File: config.mk
export PLATFORM = sky130hd
export DESIGN_NAME = cipher_word_drain
export DESIGN_NICKNAME = d
export VERILOG_FILES = /design/src/rtl/cipher_drain_pkg.sv /design/src/rtl/cipher_word_drain_fifo.sv /design/src/rtl/cipher_word_drain.sv
export SDC_FILE = /design/constraint.sdc
export NUM_CORES = 1
export LEC_CHECK = 0
export ABC_AREA = 1
export CORE_ASPECT_RATIO = 1.2
export CORE_MARGIN = 5
export CORE_UTILIZATION = 50
export DETAILED_ROUTE_END_ITERATION = 8
export PLACE_DENSITY_LB_ADDON = 0.05
export SLEW_MARGIN = 20
export SYNTH_ARGS = -nofsm -noshare
export SYNTH_HDL_FRONTEND = slang
export SYNTH_SLANG_ARGS = --single-unit
File: constraint.sdc
create_clock -name clk -period 2.2 [get_ports clk]
set_input_delay 0.22 -clock clk [delete_from_list [all_inputs] [get_ports clk]]
set_output_delay 0.22 -clock clk [all_outputs]
set_load 0.005 [all_outputs]
File: src/rtl/cipher_drain_pkg.sv
// cipher_drain_pkg: shared FSM encoding, default sizes and FIFO count width
// for the cipher_word_drain block.
package cipher_drain_pkg;

  localparam int DEF_DW         = 32;
  localparam int DEF_AW         = 4;
  localparam int DEF_WORDS      = 16;
  localparam int DEF_FIFO_DEPTH = 4;

  // A FIFO occupancy counter must represent 0..depth inclusive.
  function automatic int cnt_width(input int depth);
    return $clog2(depth + 1);
  endfunction

  localparam int DEF_CNT_W = cnt_width(DEF_FIFO_DEPTH);

  typedef enum logic [1:0] {
    IDLE  = 2'd0,
    ISSUE = 2'd1,
    DRAIN = 2'd2,
    FIN   = 2'd3
  } drain_state_t;

endpackage

File: src/rtl/cipher_word_drain_fifo.sv
// drain_fifo: small synchronous FIFO holding drained words ahead of the
// output stream. The head entry comes straight from storage flops, so it is
// stable for as long as it is not popped. Push and pop together are accepted
// when full. DEPTH must be a power of two so the pointers wrap naturally.
module drain_fifo
  import cipher_drain_pkg::*;
#(
  parameter int W     = DEF_DW + 1,
  parameter int DEPTH = DEF_FIFO_DEPTH,
  parameter int CW    = cnt_width(DEPTH)
) (
  input  logic          clk,
  input  logic          reset,
  input  logic          push,
  input  logic [W-1:0]  push_data,
  input  logic          pop,
  output logic [W-1:0]  head,
  output logic [CW-1:0] count,
  output logic          full,
  output logic          empty
);

  localparam int PW = $clog2(DEPTH);

  logic [W-1:0]  mem [DEPTH];
  logic [PW-1:0] wr_ptr;
  logic [PW-1:0] rd_ptr;
  logic          do_push;
  logic          do_pop;

  assign empty   = (count == '0);
  assign full    = (count == CW'(DEPTH));
  assign do_pop  = pop && !empty;
  assign do_push = push && (!full || do_pop);
  assign head    = mem[rd_ptr];

  // Entry storage; written at the tail on every accepted push.
  always_ff @(posedge clk or negedge reset) begin
    if (!reset) begin
      // NOTE: the storage is reset on purpose: the head drives the output
      // data port directly, which must read zero out of reset.
      for (int i = 0; i < DEPTH; i++) mem[i] <= '0;
    end else if (do_push) begin
      mem[wr_ptr] <= push_data;
    end
  end

  // Pointers and occupancy count.
  always_ff @(posedge clk or negedge reset) begin
    if (!reset) begin
      // NOTE: state registers use non-blocking assignment so every flop
      // samples pre-edge values regardless of statement order.
      wr_ptr <= '0;
      rd_ptr <= '0;
      count  <= '0;
    end else begin
      if (do_push) wr_ptr <= wr_ptr + 1'b1;
      if (do_pop)  rd_ptr <= rd_ptr + 1'b1;
      case ({do_push, do_pop})
        2'b10:   count <= count + 1'b1;
        2'b01:   count <= count - 1'b1;
        default: count <= count;
      endcase
    end
  end

endmodule

File: src/rtl/cipher_word_drain.sv
// cipher_word_drain: reads every word of the RC4 result store once encryption
// is complete and streams it to the core over valid/ready, with m_last on the
// final beat. At most one store read is in flight; issue is throttled so the
// FIFO can never overflow while the core stalls.
// Optional feature macro: DRAIN_CHECKSUM_EN appends an XOR checksum beat that
// carries m_last instead of the final data word.
module cipher_word_drain
  import cipher_drain_pkg::*;
#(
  parameter int DW         = DEF_DW,
  parameter int AW         = DEF_AW,
  parameter int WORDS      = DEF_WORDS,
  parameter int FIFO_DEPTH = DEF_FIFO_DEPTH
) (
  input  logic          clk,
  input  logic          reset,
  input  logic          start,
  input  logic [DW-1:0] final_out,
  output logic [AW-1:0] add_to_read,
  output logic          m_valid,
  input  logic          m_ready,
  output logic [DW-1:0] m_data,
  output logic          m_last,
  output logic          busy,
  output logic          done
);

  localparam int            CW        = cnt_width(FIFO_DEPTH);
  localparam logic [AW-1:0] LAST_ADDR = AW'(WORDS - 1);
  localparam logic [CW:0]   DEPTH_V   = (CW + 1)'(FIFO_DEPTH);

  drain_state_t  state;
  drain_state_t  next_state;
  logic [AW-1:0] rd_addr;
  logic          inflight;
  logic          issue;
  logic          last_issue;
  logic          pop;
  logic          push;
  logic          room;
  logic [DW:0]   push_entry;
  logic [DW:0]   head;
  logic [CW-1:0] fifo_count;
  logic          fifo_full;
  logic          fifo_empty;
  logic [CW:0]   occupancy;

  // rd_addr is 0 whenever the FSM is idle, so the store already presents
  // word 0 and the start cycle itself counts as the first issue.
  assign add_to_read = rd_addr;
  assign pop         = m_valid && m_ready;
  assign m_valid     = !fifo_empty;
  assign m_data      = head[DW-1:0];
  assign m_last      = m_valid && head[DW];
  assign busy        = (state == ISSUE) || (state == DRAIN);
  assign done        = (state == FIN);

  // Words buffered plus the read still on its way must leave a free slot.
  assign occupancy = {1'b0, fifo_count} + {{CW{1'b0}}, inflight};
  assign room      = !fifo_full && (occupancy < DEPTH_V);

  // Next-state and issue decision.
  always_comb begin
    // NOTE: defaults first, so no branch leaves a signal unassigned (latch).
    next_state = state;
    issue      = 1'b0;
    last_issue = 1'b0;
    case (state)
      IDLE: begin
        if (start) begin
          issue      = 1'b1;
          last_issue = (rd_addr == LAST_ADDR);
          next_state = last_issue ? DRAIN : ISSUE;
        end
      end
      ISSUE: begin
        if (room) begin
          issue      = 1'b1;
          last_issue = (rd_addr == LAST_ADDR);
          if (last_issue) next_state = DRAIN;
        end
      end
      DRAIN:   if (pop && m_last) next_state = FIN;
      FIN:     next_state = IDLE;
      default: next_state = IDLE;
    endcase
  end

  // FSM state register.
  always_ff @(posedge clk or negedge reset) begin
    if (!reset) state <= IDLE;
    else        state <= next_state;
  end

  // Read address walk (stops at the last word) and in-flight flag.
  always_ff @(posedge clk or negedge reset) begin
    if (!reset) begin
      rd_addr  <= '0;
      inflight <= 1'b0;
    end else begin
      inflight <= issue;
      if (state == FIN)              rd_addr <= '0;
      else if (issue && !last_issue) rd_addr <= rd_addr + 1'b1;
    end
  end

`ifdef DRAIN_CHECKSUM_EN
  logic [DW-1:0] csum;
  logic          csum_done;
  logic          csum_push;

  // Checksum beat goes in once the last data word has landed in the FIFO.
  assign csum_push = (state == DRAIN) && !inflight && !csum_done &&
                     (!fifo_full || pop);

  // Running XOR of drained words; cleared when a new drain starts.
  always_ff @(posedge clk or negedge reset) begin
    if (!reset) begin
      csum      <= '0;
      csum_done <= 1'b0;
    end else if ((state == IDLE) && start) begin
      csum      <= '0;
      csum_done <= 1'b0;
    end else begin
      if (inflight)  csum      <= csum ^ final_out;
      if (csum_push) csum_done <= 1'b1;
    end
  end

  // FIFO write: store data while a read returns, then the checksum beat.
  always_comb begin
    push       = inflight;
    push_entry = {1'b0, final_out};
    if (csum_push) begin
      push       = 1'b1;
      push_entry = {1'b1, csum};
    end
  end
`else
  logic inflight_last;

  // Remembers whether the returning read carries the final address.
  always_ff @(posedge clk or negedge reset) begin
    if (!reset) inflight_last <= 1'b0;
    else        inflight_last <= issue && last_issue;
  end

  // FIFO write: store data while a read returns, tagged with its last flag.
  always_comb begin
    push       = inflight;
    push_entry = {inflight_last, final_out};
  end
`endif

  drain_fifo #(
    .W     (DW + 1),
    .DEPTH (FIFO_DEPTH),
    .CW    (CW)
  ) u_fifo (
    .clk       (clk),
    .reset     (reset),
    .push      (push),
    .push_data (push_entry),
    .pop       (pop),
    .head      (head),
    .count     (fifo_count),
    .full      (fifo_full),
    .empty     (fifo_empty)
  );

endmodule

==> summary.md <==
| Metric | Value |
|---|---|
| Worst Setup End Kind | `primary output` |
| Layout cells sized above 1 | `0.0751` |
| Die Width | `118 µm` |
| CP Launch Point | `u_fifo.rd_ptr[0]` |
| Max Fclk | `0.472 GHz` |
| Ant. Diodes | `0` |
| Total CTS buffers | `17` |
| Final design area excluding fillers | `8660 µm²` |
| Average size of a mapped cell | `8.03 µm²` |
| Overflow after GRT | `0` |
| Type of the worst min-delay path | `input pin to asynchronous set/reset pin` |
| Root Buffer | `clkbuf_16` |
| Crit path launch type | `flip-flop` |
| Post-detailed-routing wire length | `19.1 mm` |
| Final Max Tran Viols | `0` |
| Pre-CTS WS | `0.0396 ns` |
| Vias/cell | `5.57` |
| Drt pass-1 iters | `5` |
| H-tree depth | `4` |
| Synth warn | `0` |
| Setup CP Type | `flip-flop to primary output` |
| Worst Path Required | `1.98 ns` |
| Avg WL per Cell | `17.1 µm` |
| First-pass GRT wire length | `30.9 mm` |
| Clock Latency Late Sink | `0.42 ns` |
| Slew HR | `0.336` |
| Setup ws final | `0.0807 ns` |
| Area after DPL | `7880 µm²` |
| Core area | `13,700 µm²` |
| Static Leak | `4.31 nW` |
| Status | `finished, final reports clean` |
| DR vias | `6,220` |
| Setup violations, final | `0` |
| Final #Nets | `979` |
| Number of global-route vias before repair | `5,987` |
| Setup TNS | `0 ns` |
| Antenna viol nets, final | `0` |
| Clock Tree Buf Depth | `2` |
| Area Growth Syn to Fin | `24.5%` |
| Post-DP HPWL | `10.9 mm` |
| Drt drc | `0` |
| Power Dens Cells | `1620 nW/µm²` |
| CP Max Fanout | `23` |
| Final period utilization | `0.963` |
| CTS tree | `yes` |
| Port bufs | `75` |
| Worst vdd ir | `0.000715 V` |
| Synth unique cells | `19` |
| Worst reg2reg startpoint | `u_fifo.count[1]` |
| Worst-path clk slew | `0.06 ns` |
| Minimum clock period | `2.12 ns` |
| GRT Resource Usage Total | `0.231` |
| Worst slew pin tran | `0.993 ns` |
| Iter 0 DRT Violations | `479` |
| Seq/Total Area, Yosys | `0.529` |
| Starting Density | `0.507` |
| Yosys reg bits | `147` |
| Syn Inst Count | `866` |
| Num Clock Sinks | `147` |
| Die area | `16,400 µm²` |
| Pin count of the biggest net entering global routing | `76` |
| Gpl congestion | `0.758` |
| Worst Path Arrival | `1.90 ns` |
| Row count | `47` |
| Number of top-level pins | `76` |
| Die height | `139 µm` |
| Initial antenna violation count | `0` |
| Synthesized Nets | `913` |
| Clock skew | `0.00618 ns` |
| Maxcap violations | `0` |
| Netlist Area Pre-Place | `6950 µm²` |
| Final Hold Fails | `0` |
==> cell type report <==
class,count,area [µm²]
Inverter,29,116
Timing Repair Buffer,105,1120
Clock inverter,10,130
Multi-Input combinational cell,632,2920
Clock buffer,22,474
Sequential cell,147,3680
Tap cell,171,214
Fill cell,1205,5050
==> cells in the mapped netlist <==
cell type	count	share of area
o21ai_0	199	0.14
nand2_1	286	0.15
buf_6	2	0.0032
o22ai_1	34	0.031
inv_1	29	0.016
xnor2_1	1	0.0013
nand3_1	16	0.012
xor2_1	5	0.0063
nor2_2	5	0.0045
a21oi_1	2	0.0014
ha_1	10	0.018
dfrtp_1	147	0.53
o21a_1	1	0.0011
nor2_1	70	0.038
o21ai_4	1	0.0023
clkbuf_1	27	0.015
fa_1	1	0.0029
buf_2	29	0.021
a21boi_0	1	0.0011
==> routing by layer <==
layer  share of wire  global-route usage  wire length [µm]  vias to the layer above
met4           0.012              0.0725               227                        0
met1            0.42               0.307              8100                     3022
met5               0                   0                 0                        -
met2            0.50               0.381              9610                      210
li1                -                   -                 -                     2966
met3           0.060              0.0457              1140                       22
==> cell families after synthesis <==
group	Yosys count	share of synthesized area
simple gates	377	0.208
flops	147	0.529
xor+xnor	6	0.00756
buf+inv	87	0.0544
fa+ha+maj	11	0.0209
compound gates	238	0.180
==> critical path: stages, from the launching register on <==
cell and delay, ns:
dfrtp_2 0.48, buf_12 0.21, o21ai_0 0.11, o22ai_1 0.16
clkdlybuf4s50_1 0.52
==> placed cells by master (no fill, tap or decap), types with 17 or more instances in the layout <==
cell	n
buf_4	17
clkbuf_16	18
clkdlybuf4s50_1	43
dfrtp_1	145
dlygate4sd2_1	20
inv_1	27
nand2_1	286
nor2_1	70
o21ai_0	199
o22ai_1	33
==> power by group <==
part	total (W)	switching, W	leakage (nW)	internal (W)
logic	0.00651	0.00386	2.16	0.00265
registers	0.00455	0.000629	1.85	0.00392
clock network	0.00295	0.00109	0.296	0.00186
==> sequential cells by signal (all words and copies together), names as in the netlist <==
signal         flops
u_fifo.mem       132
add_to_read        4
u_fifo.count       3
state              2
u_fifo.rd_ptr      2
u_fifo.wr_ptr      2
inflight           1
inflight_last      1
==> path summary, 6_finish.rpt <==
path | end | slack [ns] | cells after the start
hold reg to reg | u_fifo.mem[48] | 0.49 | 2
setup / recovery | m_data[23] | 0.08 | 4
max in group asynchronous | u_fifo.rd_ptr[0] | 1.39 | 3
hold / removal | u_fifo.mem[115] | 0.18 | 2
min in group clk | u_fifo.mem[76] | 0.44 | 3
setup reg to reg | u_fifo.count[2] | 0.19 | 9
==> stage by stage <==
step	power, W	std cells	hold slack (ns)	util
4_1_cts	0.0139	1111	0.161	0.624
3_5_place_dp	0.0110	1074	0.0356	0.575
3_3_place_gp	0.0108	1074	0.0361	0.575
2_1_floorplan	0.00814	866	-0.0756	-
6_report	0.0140	1116	0.178	0.632
5_1_grt	0.0151	1116	0.188	0.632
==> what timing repair did <==
| action | CTS | global route |
|---|---|---|
| pin swaps | 0 | 4 |
| cloned | 1 | 1 |
| gates resized for setup | 30 | 16 |
| setup endpoints to repair | 31 | 13 |
| hold endpoints to repair | 147 | 0 |
| hold buffers | 1 | 0 |
| setup buffers | 3 | 4 |
Power figures use the tool's default switching activity.
